[config.mk]
export PLATFORM = sky130hd
export DESIGN_NAME = mem_access_arbiter
export DESIGN_NICKNAME = d
export VERILOG_FILES = /design/src/rtl/mem_access_arbiter.sv
export SDC_FILE = /design/constraint.sdc
export NUM_CORES = 1
export LEC_CHECK = 0
export BUFFER_PORTS_ARGS = -buffer_cell sky130_fd_sc_hd__buf_2
export CAP_MARGIN = 20
export CORE_ASPECT_RATIO = 0.75
export CORE_MARGIN = 2
export CORE_UTILIZATION = 25
export DETAILED_ROUTE_END_ITERATION = 8
export MAX_ROUTING_LAYER = met4
export SLEW_MARGIN = 20
export SYNTH_ARGS = -nofsm -noshare
export SYNTH_HDL_FRONTEND = slang
export SYNTH_SLANG_ARGS = --single-unit
[constraint.sdc]
create_clock -name sys_clk -period 1.7 [get_ports sys_clk]
set_input_delay 0.255 -clock sys_clk [delete_from_list [all_inputs] [get_ports sys_clk]]
set_output_delay 0.255 -clock sys_clk [all_outputs]
set_load 0.02 [all_outputs]
[src/rtl/mem_access_arbiter.sv]
// mem_access_arbiter
//
// Two-requester round-robin arbiter and read sequencer for a single memory
// controller port. It grants one read at a time and issues it with a
// one-cycle mem_en strobe. It then waits the controller's fixed read latency,
// captures the data, and returns it to the owner with a one-cycle rvalid.
//
// Ports:
//   sys_clk            clock, all state on rising edge
//   sys_reset          asynchronous active-low reset
//   req0/addr0         requester 0 read request and address
//   gnt0/rvalid0       requester 0 grant pulse and read-data-valid pulse
//   req1/addr1         requester 1 read request and address
//   gnt1/rvalid1       requester 1 grant pulse and read-data-valid pulse
//   rdata              shared read data, meaningful with rvalid0/rvalid1
//   mem_en/mem_addr    read strobe and address to the memory controller
//   mem_data           controller read data, valid RD_LAT cycles after mem_en
//   busy               high whenever the sequencer is not idle
//
// state | meaning
// ------+--------------------------------------------------------------
// IDLE  | no transaction; arbitrate the sampled requests
// ISSUE | mem_en and gnt for the owner; load the latency counter
// WAIT  | count down the read latency; capture mem_data at terminal count
// RESP  | rvalid for the owner; arbitrate the next request in parallel

module mem_access_arbiter #(
    parameter int ADDR_W = 16,
    parameter int DATA_W = 32,
    parameter int RD_LAT = 2
) (
    input  logic              sys_clk,
    input  logic              sys_reset,
    input  logic              req0,
    input  logic [ADDR_W-1:0] addr0,
    output logic              gnt0,
    output logic              rvalid0,
    input  logic              req1,
    input  logic [ADDR_W-1:0] addr1,
    output logic              gnt1,
    output logic              rvalid1,
    output logic [DATA_W-1:0] rdata,
    output logic              mem_en,
    output logic [ADDR_W-1:0] mem_addr,
    input  logic [DATA_W-1:0] mem_data,
    output logic              busy
);

    if (RD_LAT < 1 || RD_LAT > 15) begin : g_bad_rd_lat
        $error("mem_access_arbiter: RD_LAT=%0d is outside the legal range 1..15", RD_LAT);
    end

    localparam logic [3:0] LAT_LOAD = 4'(RD_LAT - 1);

    typedef enum logic [1:0] {
        IDLE  = 2'd0,
        ISSUE = 2'd1,
        WAIT  = 2'd2,
        RESP  = 2'd3
    } state_t;

    state_t     state;
    logic       prio;
    logic       owner;
    logic [3:0] lat_cnt;

    logic grant_any;
    logic grant_id;

    // With a single request the lone requester wins; on contention the
    // pointer decides.
    always_comb begin
        grant_any = req0 | req1;
        grant_id  = (req0 & req1) ? prio : req1;
    end

    always_ff @(posedge sys_clk or negedge sys_reset) begin
        if (!sys_reset) begin
            state    <= IDLE;
            prio     <= 1'b0;
            owner    <= 1'b0;
            lat_cnt  <= 4'd0;
            gnt0     <= 1'b0;
            gnt1     <= 1'b0;
            rvalid0  <= 1'b0;
            rvalid1  <= 1'b0;
            rdata    <= '0;
            mem_en   <= 1'b0;
            mem_addr <= '0;
            busy     <= 1'b0;
        end else begin
            gnt0    <= 1'b0;
            gnt1    <= 1'b0;
            rvalid0 <= 1'b0;
            rvalid1 <= 1'b0;
            mem_en  <= 1'b0;

            case (state)
                // RESP shares the arbitration path with IDLE so a queued
                // request issues without an idle cycle in between.
                IDLE, RESP: begin
                    if (grant_any) begin
                        state    <= ISSUE;
                        owner    <= grant_id;
                        prio     <= ~grant_id;
                        mem_addr <= grant_id ? addr1 : addr0;
                        gnt0     <= ~grant_id;
                        gnt1     <= grant_id;
                        mem_en   <= 1'b1;
                        busy     <= 1'b1;
                    end else begin
                        state <= IDLE;
                        busy  <= 1'b0;
                    end
                end

                ISSUE: begin
                    state   <= WAIT;
                    lat_cnt <= LAT_LOAD;
                    busy    <= 1'b1;
                end

                WAIT: begin
                    busy <= 1'b1;
                    if (lat_cnt == 4'd0) begin
                        state   <= RESP;
                        rdata   <= mem_data;
                        rvalid0 <= ~owner;
                        rvalid1 <= owner;
                    end else begin
                        lat_cnt <= lat_cnt - 4'd1;
                    end
                end

                default: begin
                    state <= IDLE;
                    busy  <= 1'b0;
                end
            endcase
        end
    end

endmodule

==> summary.md, run 1 <==
| Metric | Value |
|---|---|
| Area post-placement | `0.00352 mm²` |
| Pin count of the biggest net entering global routing | `41` |
| Initial antenna violation count | `1` |
| Worst R2R Path Depth | `6` |
| Worst-case clock buffer depth | `2` |
| DR pass1 iterations | `4` |
| Via/cell ratio | `4.45` |
| Relative slew slack | `60.9%` |
| Hold crit path type | `input pin to flip-flop` |
| CP max stage delay | `400 ps` |
| Final cycle utilization of the critical path | `96.2%` |
| CORE AREA | `0.0108 mm²` |
| IR drop worst, VDD | `0.681 mV` |
| Yosys reg bits | `62` |
| Status | `finished clean` |
| Total gr overflow | `0` |
| Final nets | `418` |
| Post-synth top area cell | `dfrtp_1` |
| Static leakage | `1.89 nW` |
| Ys Warns | `0` |
| Max Slew Vio Count | `0` |
| Multi-input combinational cell area | `0.00107 mm²` |
| GRT busiest layer | `met2` |
| Gr usage total | `12.0%` |
| Number of remaining DRC errors | `0` |
| Switch share | `37.9%` |
| Worst setup EP type | `flip-flop` |
| Yosys top cell area share | `56.3%` |
| Count of cell types in the netlist | `30` |
| Worst hold slack | `158 ps` |
| Total Power Consumption | `0.00838 W` |
| Unrepaired setup endpoints after global routing | `false` |
| Final setup violation count | `0` |
| M1 GR Usage | `15.2%` |
| Met2 usage | `17.6%` |
| Setup TNS | `0 ps` |
| WP buf/inv | `2` |
| Vias in the first global route | `2105` |
| Fin crit period | `1640 ps` |
| Crit Path Max Fanout | `14` |
| Clk Latency, worst-skew pair | `330 ps` |
| Kind of cell adding the most delay to the critical path | `flip-flops` |
| DR vias | `2187` |
| R2R Setup Slk | `60 ps` |
| Most frequent cell after synthesis | `dfrtp_1` |
| Sequential area share after synthesis | `56.3%` |
| DRT Wirelength | `6870 µm` |
| Mapped Area | `0.00275 mm²` |
| Max cap viols | `0` |
| GR Util met3 | `4.99%` |
| Worst Tran Pin Value | `584 ps` |
| Hold path depth | `2` |
| Routability Congestion | `0.792` |
| Die Y | `94.9 µm` |
| Share of layout cells above drive strength 1 | `52.9%` |
| Hold Vio Cnt, Final | `0` |
| Final ANT Viol Nets | `0` |
| First-pass GRT wire length | `10800 µm` |
| Std-Cell Rows | `33` |
| Setup crit start kind | `flip-flop` |
| Setup Skew | `2.84 ps` |
| Post-Syn Instances | `216` |
| Synthesized net count | `288` |
| Synth area leaders | `dfrtp_1 56%, mux2_4 16%, a31oi_1 4.1%` |
| Crit Path Category | `flip-flop to flip-flop` |
| HPWL Detailed | `4830 µm` |
| # clock sinks | `62` |
| Count of flip-flops with a built-in enable after synthesis | `0` |
| Post-synth top flop | `dfrtp_1` |
| Reg-to-reg startpoint | `lat_cnt[0]` |
| NetSw | `0.00318 W` |
| Power share of the sequential group | `31.1%` |
| 1st-iter DRT viols | `109` |
| PwrDens | `2160 mW/mm²` |
| Cts bufs inserted | `9` |
| # fillers | `1095` |
| HP Start | `mem_data[3]` |
| Worst Path Arrival | `1840 ps` |
| Logic pwr share | `46.6%` |
| Worst path cell trace | `inv_2, ha_1, nor3b_4, and2_4, buf_12, mux2_4` |
| Ys async rst share | `100%` |
| Final instance area | `0.00388 mm²` |
| Root Buffer | `clkbuf_16` |
| Wire per inst | `14.0 µm` |
| I/O pins | `122` |
| Pint | `0.00521 W` |
| Worst Hold Endpoint | `rdata[3]` |
| IO Port Bufs | `121` |
| CP Data Required Time | `1910 ps` |
| Fmax | `611 MHz` |
| Synth-to-layout area growth | `40.9%` |
| TritonCTS clock tree | `done` |
| RR Endpoint | `rdata[21]` |
| Commonest cells post-synth | `62 x dfrtp_1, 29 x mux2_4, 21 x a21oi_1` |
| Clk pwr share | `22.4%` |
| CTS clk-pin slew, worst paths | `50 ps` |
| Die Span X | `125 µm` |
| Highest-delay cell along the critical path | `dfrtp_1` |
| Reg area | `0.00155 mm²` |
| Avg Inst Size Synth | `12.7 µm²` |
| H-tree levels | `3` |
| Die area | `0.0119 mm²` |
| Starting density of the core | `25.5%` |
-- sequential cells by signal, indices dropped and copies added (netlist names) --
| name | flops |
|---|---|
| mem_en | 1 |
| rdata | 32 |
| busy | 1 |
| lat_cnt | 4 |
| rvalid0 | 1 |
| state | 2 |
| rvalid1 | 1 |
| gnt1 | 1 |
| prio | 1 |
| mem_addr | 16 |
| owner | 1 |
| gnt0 | 1 |
-- final cells by class --
type | instances | area share, %
diodes | 1 | 0.0645
clock buffers | 12 | 6.87
clock inverters | 3 | 1.10
inverters | 7 | 0.677
multi-input cells | 134 | 27.6
flip-flops and latches | 62 | 40.0
well taps | 140 | 4.51
repair buffers | 132 | 19.2
-- placed cells by master, fill, tap and decap left out, types with 2 or more instances in the layout --
cell type    n
a31oi_1     18
and3_1       2
o21ai_0     18
ha_1         4
nor3_1       2
buf_12       3
nor2b_1      2
clkbuf_8     3
mux2_4      31
buf_2      121
nand2_1      2
dfrtp_1     62
nand2b_1     2
buf_4        6
inv_2        3
nor2_1      18
a21oi_1     21
clkbuf_16   10
inv_1        4
-- how the worst max path moves through the flow --
stage / depth (start not counted) / endpoint / startpoint
after detailed placement: 6 / rdata[1] / lat_cnt[0]
after global routing: 6 / rdata[14] / lat_cnt[0]
after global placement: 4 / mem_addr[2] / req0
after floorplan: 7 / rdata[10] / lat_cnt[0]
after CTS: 6 / rdata[1] / lat_cnt[0]
final: 6 / rdata[21] / lat_cnt[0]
-- layer usage --
layer  wire [µm]  up-vias
met1        3260     1030
met3         579       13
met2        2930      114
li1            -     1030
met4          97        0
met5           0        -
-- through the flow --
| step | cells | setup slack (ps) | utilization, % |
|---|---|---|---|
| 4_1_cts | 489 | 25.5 | 35.5 |
| 5_1_grt | 491 | 6.72 | 35.9 |
| 3_3_place_gp | 473 | 86.2 | 32.6 |
| 2_1_floorplan | 216 | -42.3 | - |
| 3_5_place_dp | 473 | 31.8 | 32.6 |
| 6_report | 491 | 64.7 | 35.9 |
-- power by group through the flow --
stage	Combinational, W	Sequential (W)	Clock [W]
2_1_floorplan	0.00190	0.00337	0
3_3_place_gp	0.00379	0.00262	0
3_5_place_dp	0.00387	0.00261	0
4_1_cts	0.00388	0.00261	0.00195
5_1_grt	0.00422	0.00270	0.00202
6_report	0.00390	0.00260	0.00188
-- what timing repair did --
item / CTS / global route
endpoints found under the hold margin: 22 / 0
buffers inserted: 0 / 0
endpoints found under the setup margin: 0 / 30
resized for setup: 0 / 4
hold buffers: 1 / 0
-- cell families after synthesis --
logic type / share of synthesized area (%)
adder cells (fa/ha/maj): 1.82
AO/OA/AOI/OAI: 12.7
AND/OR/NAND/NOR: 6.63
multiplexers: 17.0
buffers and inverters: 5.18
XOR/XNOR: 0.318
flip-flops: 56.3
(Power assumes the default switching activity.)
==> inputs of run 2 (changes only) <==
--- a/config.mk
+++ b/config.mk
@@ -9,9 +9,10 @@
 export CAP_MARGIN = 20
 export CORE_ASPECT_RATIO = 0.75
 export CORE_MARGIN = 2
-export CORE_UTILIZATION = 25
+export CORE_UTILIZATION = 42
 export DETAILED_ROUTE_END_ITERATION = 8
 export MAX_ROUTING_LAYER = met4
+export PLACE_DENSITY = 0.75
 export SLEW_MARGIN = 20
 export SYNTH_ARGS = -nofsm -noshare
 export SYNTH_HDL_FRONTEND = slang
==> summary.md, run 2 (same netlist as run 1, synthesis figures left out) <==
| Metric | Value |
|---|---|
| Status | `finished clean` |
| Final cycle utilization of the critical path | `98.1% (+1.9 points)` |
| PwrDens | `2090 mW/mm² (-3.3%)` |
| Gr usage total | `19.3% (+7.3 points)` |
| Worst R2R Path Depth | `6 (unchanged)` |
| Reg area | `0.00155 mm² (unchanged)` |
| Hold crit path type | `input pin to flip-flop` |
| R2R Setup Slk | `30 ps (-30 ps)` |
| Final ANT Viol Nets | `0 (unchanged)` |
| Setup Skew | `13.8 ps (+11.0 ps)` |
| Setup TNS | `0 ps (unchanged)` |
| Starting density of the core | `43.6% (+18 points)` |
| Worst setup EP type | `flip-flop` |
| Worst path cell trace | `inv_2, ha_4, nor3b_4, and2_4, clkbuf_16, mux2_4` |
| Biggest regs | `rdata (32), mem_addr (16), lat_cnt (4)` |
| Wire per inst | `14.9 µm (+6.2%)` |
| Std-Cell Rows | `25 (-24%)` |
| Cts bufs inserted | `9 (unchanged)` |
| IR drop worst, VDD | `0.872 mV (+28%)` |
| Worst Path Arrival | `1900 ps (+60 ps)` |
| Biggest register | `rdata` |
| Clk pwr share | `16.3% (-6.1 points)` |
| HP Start | `mem_data[25]` |
| IO Port Bufs | `121 (unchanged)` |
| Relative slew slack | `72.4% (+12 points)` |
| Unrepaired setup endpoints after global routing | `true` |
| Worst Tran Pin Value | `413 ps (-170 ps)` |
| DR vias | `2222 (+1.6%)` |
| Static leakage | `1.88 nW (-0.71%)` |
| Initial antenna violation count | `0 (-1)` |
| Area post-placement | `0.00346 mm² (-1.8%)` |
| Fmax | `600 MHz (-1.9%)` |
| Clk Latency, worst-skew pair | `350 ps (+20 ps)` |
| Layout Utilization | `59.5% (+24 points)` |
| Max Slew Vio Count | `0 (unchanged)` |
| H-tree levels | `3 (unchanged)` |
| Final nets | `426 (+1.9%)` |
| Multi-input combinational cell area | `0.00108 mm² (+0.58%)` |
| Synth-to-layout area growth | `36.6%` |
| Reg-to-reg startpoint | `lat_cnt[1]` |
| # clock sinks | `62 (unchanged)` |
| Most frequent cells in the layout | `121 x buf_2, 62 x dfrtp_1, 30 x mux2_4` |
| Die Span X | `97.5 µm (-22%)` |
| DRT Wirelength | `6540 µm (-4.9%)` |
| Worst Hold Endpoint | `rdata[25]` |
| Fin crit period | `1670 ps (+32.1 ps)` |
| Worst-case clock buffer depth | `2 (unchanged)` |
| Hold Vio Cnt, Final | `0 (unchanged)` |
| Pint | `0.00470 W (-9.8%)` |
| Commonest non-fill, non-tap cell in the layout | `buf_2` |
| CTS clk-pin slew, worst paths | `70 ps (+20 ps)` |
| First-pass GRT wire length | `10400 µm (-4.1%)` |
| Logic pwr share | `50.3% (+3.7 points)` |
| Total gr overflow | `0 (unchanged)` |
| CP Data Required Time | `1930 ps (+20 ps)` |
| NetSw | `0.00316 W (-0.59%)` |
| Highest-delay cell along the critical path | `dfrtp_1` |
| DR pass1 iterations | `4 (unchanged)` |
| Crit Path Category | `flip-flop to flip-flop` |
| Setup crit start kind | `flip-flop` |
| Max reg flops | `32 (unchanged)` |
| RR Endpoint | `rdata[16]` |
| CORE AREA | `0.00632 mm² (-42%)` |
| Routability Congestion | `0.799 (+0.83%)` |
| 1st-iter DRT viols | `63 (-42%)` |
| Total Power Consumption | `0.00786 W (-6.3%)` |
| HPWL Detailed | `4470 µm (-7.5%)` |
| Pin count of the biggest net entering global routing | `63 (+54%)` |
| # fillers | `523 (-52%)` |
| TritonCTS clock tree | `done` |
| Die area | `0.00723 mm² (-39%)` |
| Hold path depth | `2 (unchanged)` |
| Via/cell ratio | `5.05 (+13%)` |
| Die Y | `74.1 µm (-22%)` |
| Number of remaining DRC errors | `0 (unchanged)` |
| I/O pins | `122 (unchanged)` |
| Share of layout cells above drive strength 1 | `54.0% (+1.2 points)` |
| Final instance area | `0.00376 mm² (-3.1%)` |
| Final setup violation count | `0 (unchanged)` |
| Crit Path Max Fanout | `8 (-6)` |
| WP buf/inv | `2 (unchanged)` |
| CP max stage delay | `410 ps (about the same)` |
| Root Buffer | `clkbuf_8` |
| Kind of cell adding the most delay to the critical path | `simple AND/OR/NAND/NOR gates` |
| Vias in the first global route | `2039 (-3.1%)` |
| Switch share | `40.2% (+2.3 points)` |
| Max cap viols | `0 (unchanged)` |
| # diodes | `0 (-1)` |
| Power share of the sequential group | `33.3% (+2.2 points)` |
-- run 2: cell count changes in the layout (fill, tap and decap cells not counted), sizes merged --
cell / previous run / this run
diode: 1 / 0
clkinv: 1 / 4
buf: 130 / 138
clkbuf: 13 / 10
inv: 7 / 8
-- run 2: repair_timing --
item / CTS / global route
gates resized for setup: 2 / 6
endpoints found under the setup margin: 4 / 30
hold buffers: 1 / 0
setup buffers: 0 / 5
endpoints found under the hold margin: 62 / 0
pin swaps: 1 / 2
cloned: 0 / 1
-- run 2: routing by layer --
layer | GRT usage [%] | up-vias | part of all wire [%] | wire length (µm)
met5 | - | - | 0 | 0
met4 | 5.09 | 0 | 0.78 | 51
met3 | 8.18 | 8 | 8.9 | 584
met2 | 28.0 | 119 | 44 | 2910
met1 | 25.2 | 1054 | 46 | 2990
li1 | - | 1041 | - | -
-- run 2: through the flow --
step | std cells | setup slack, ps | hold slack, ps
after floorplan | 216 | -42.3 | -40.6
after global placement | 417 | 76.3 | 290
after detailed placement | 417 | 35.1 | 288
after CTS | 434 | 11.9 | 117
after global routing | 440 | -11.7 | 111
final | 440 | 32.6 | 135
-- run 2: power by group through the flow --
stage | Clock, W | Combinational [W] | Sequential [W]
final | 0.00128 | 0.00396 | 0.00262
after detailed placement | 0 | 0.00382 | 0.00262
after global placement | 0 | 0.00372 | 0.00263
after global routing | 0.00139 | 0.00428 | 0.00271
after CTS | 0.00132 | 0.00383 | 0.00262
after floorplan | 0 | 0.00190 | 0.00337
-- run 2: final cells by class --
| class | count | area share (%) |
|---|---|---|
| inverter | 7 | 0.699 |
| tap | 81 | 2.69 |
| timing repair buffer | 140 | 21.5 |
| multi-input combinational | 134 | 28.6 |
| clock inverter | 7 | 1.96 |
| clock buffer | 9 | 3.29 |
| sequential | 62 | 41.3 |
-- run 2: worst max path at each step --
stage	slack, ps	from	endpoint	depth (start not counted)
6_report	30	lat_cnt[1]	rdata[16]	6
5_1_grt	-10	lat_cnt[1]	rdata[16]	6
4_1_cts	10	lat_cnt[0]	rdata[1]	6
3_5_place_dp	40	lat_cnt[1]	rdata[10]	6
3_3_place_gp	80	lat_cnt[0]	rdata[3]	6
2_1_floorplan	-40	lat_cnt[0]	rdata[10]	7
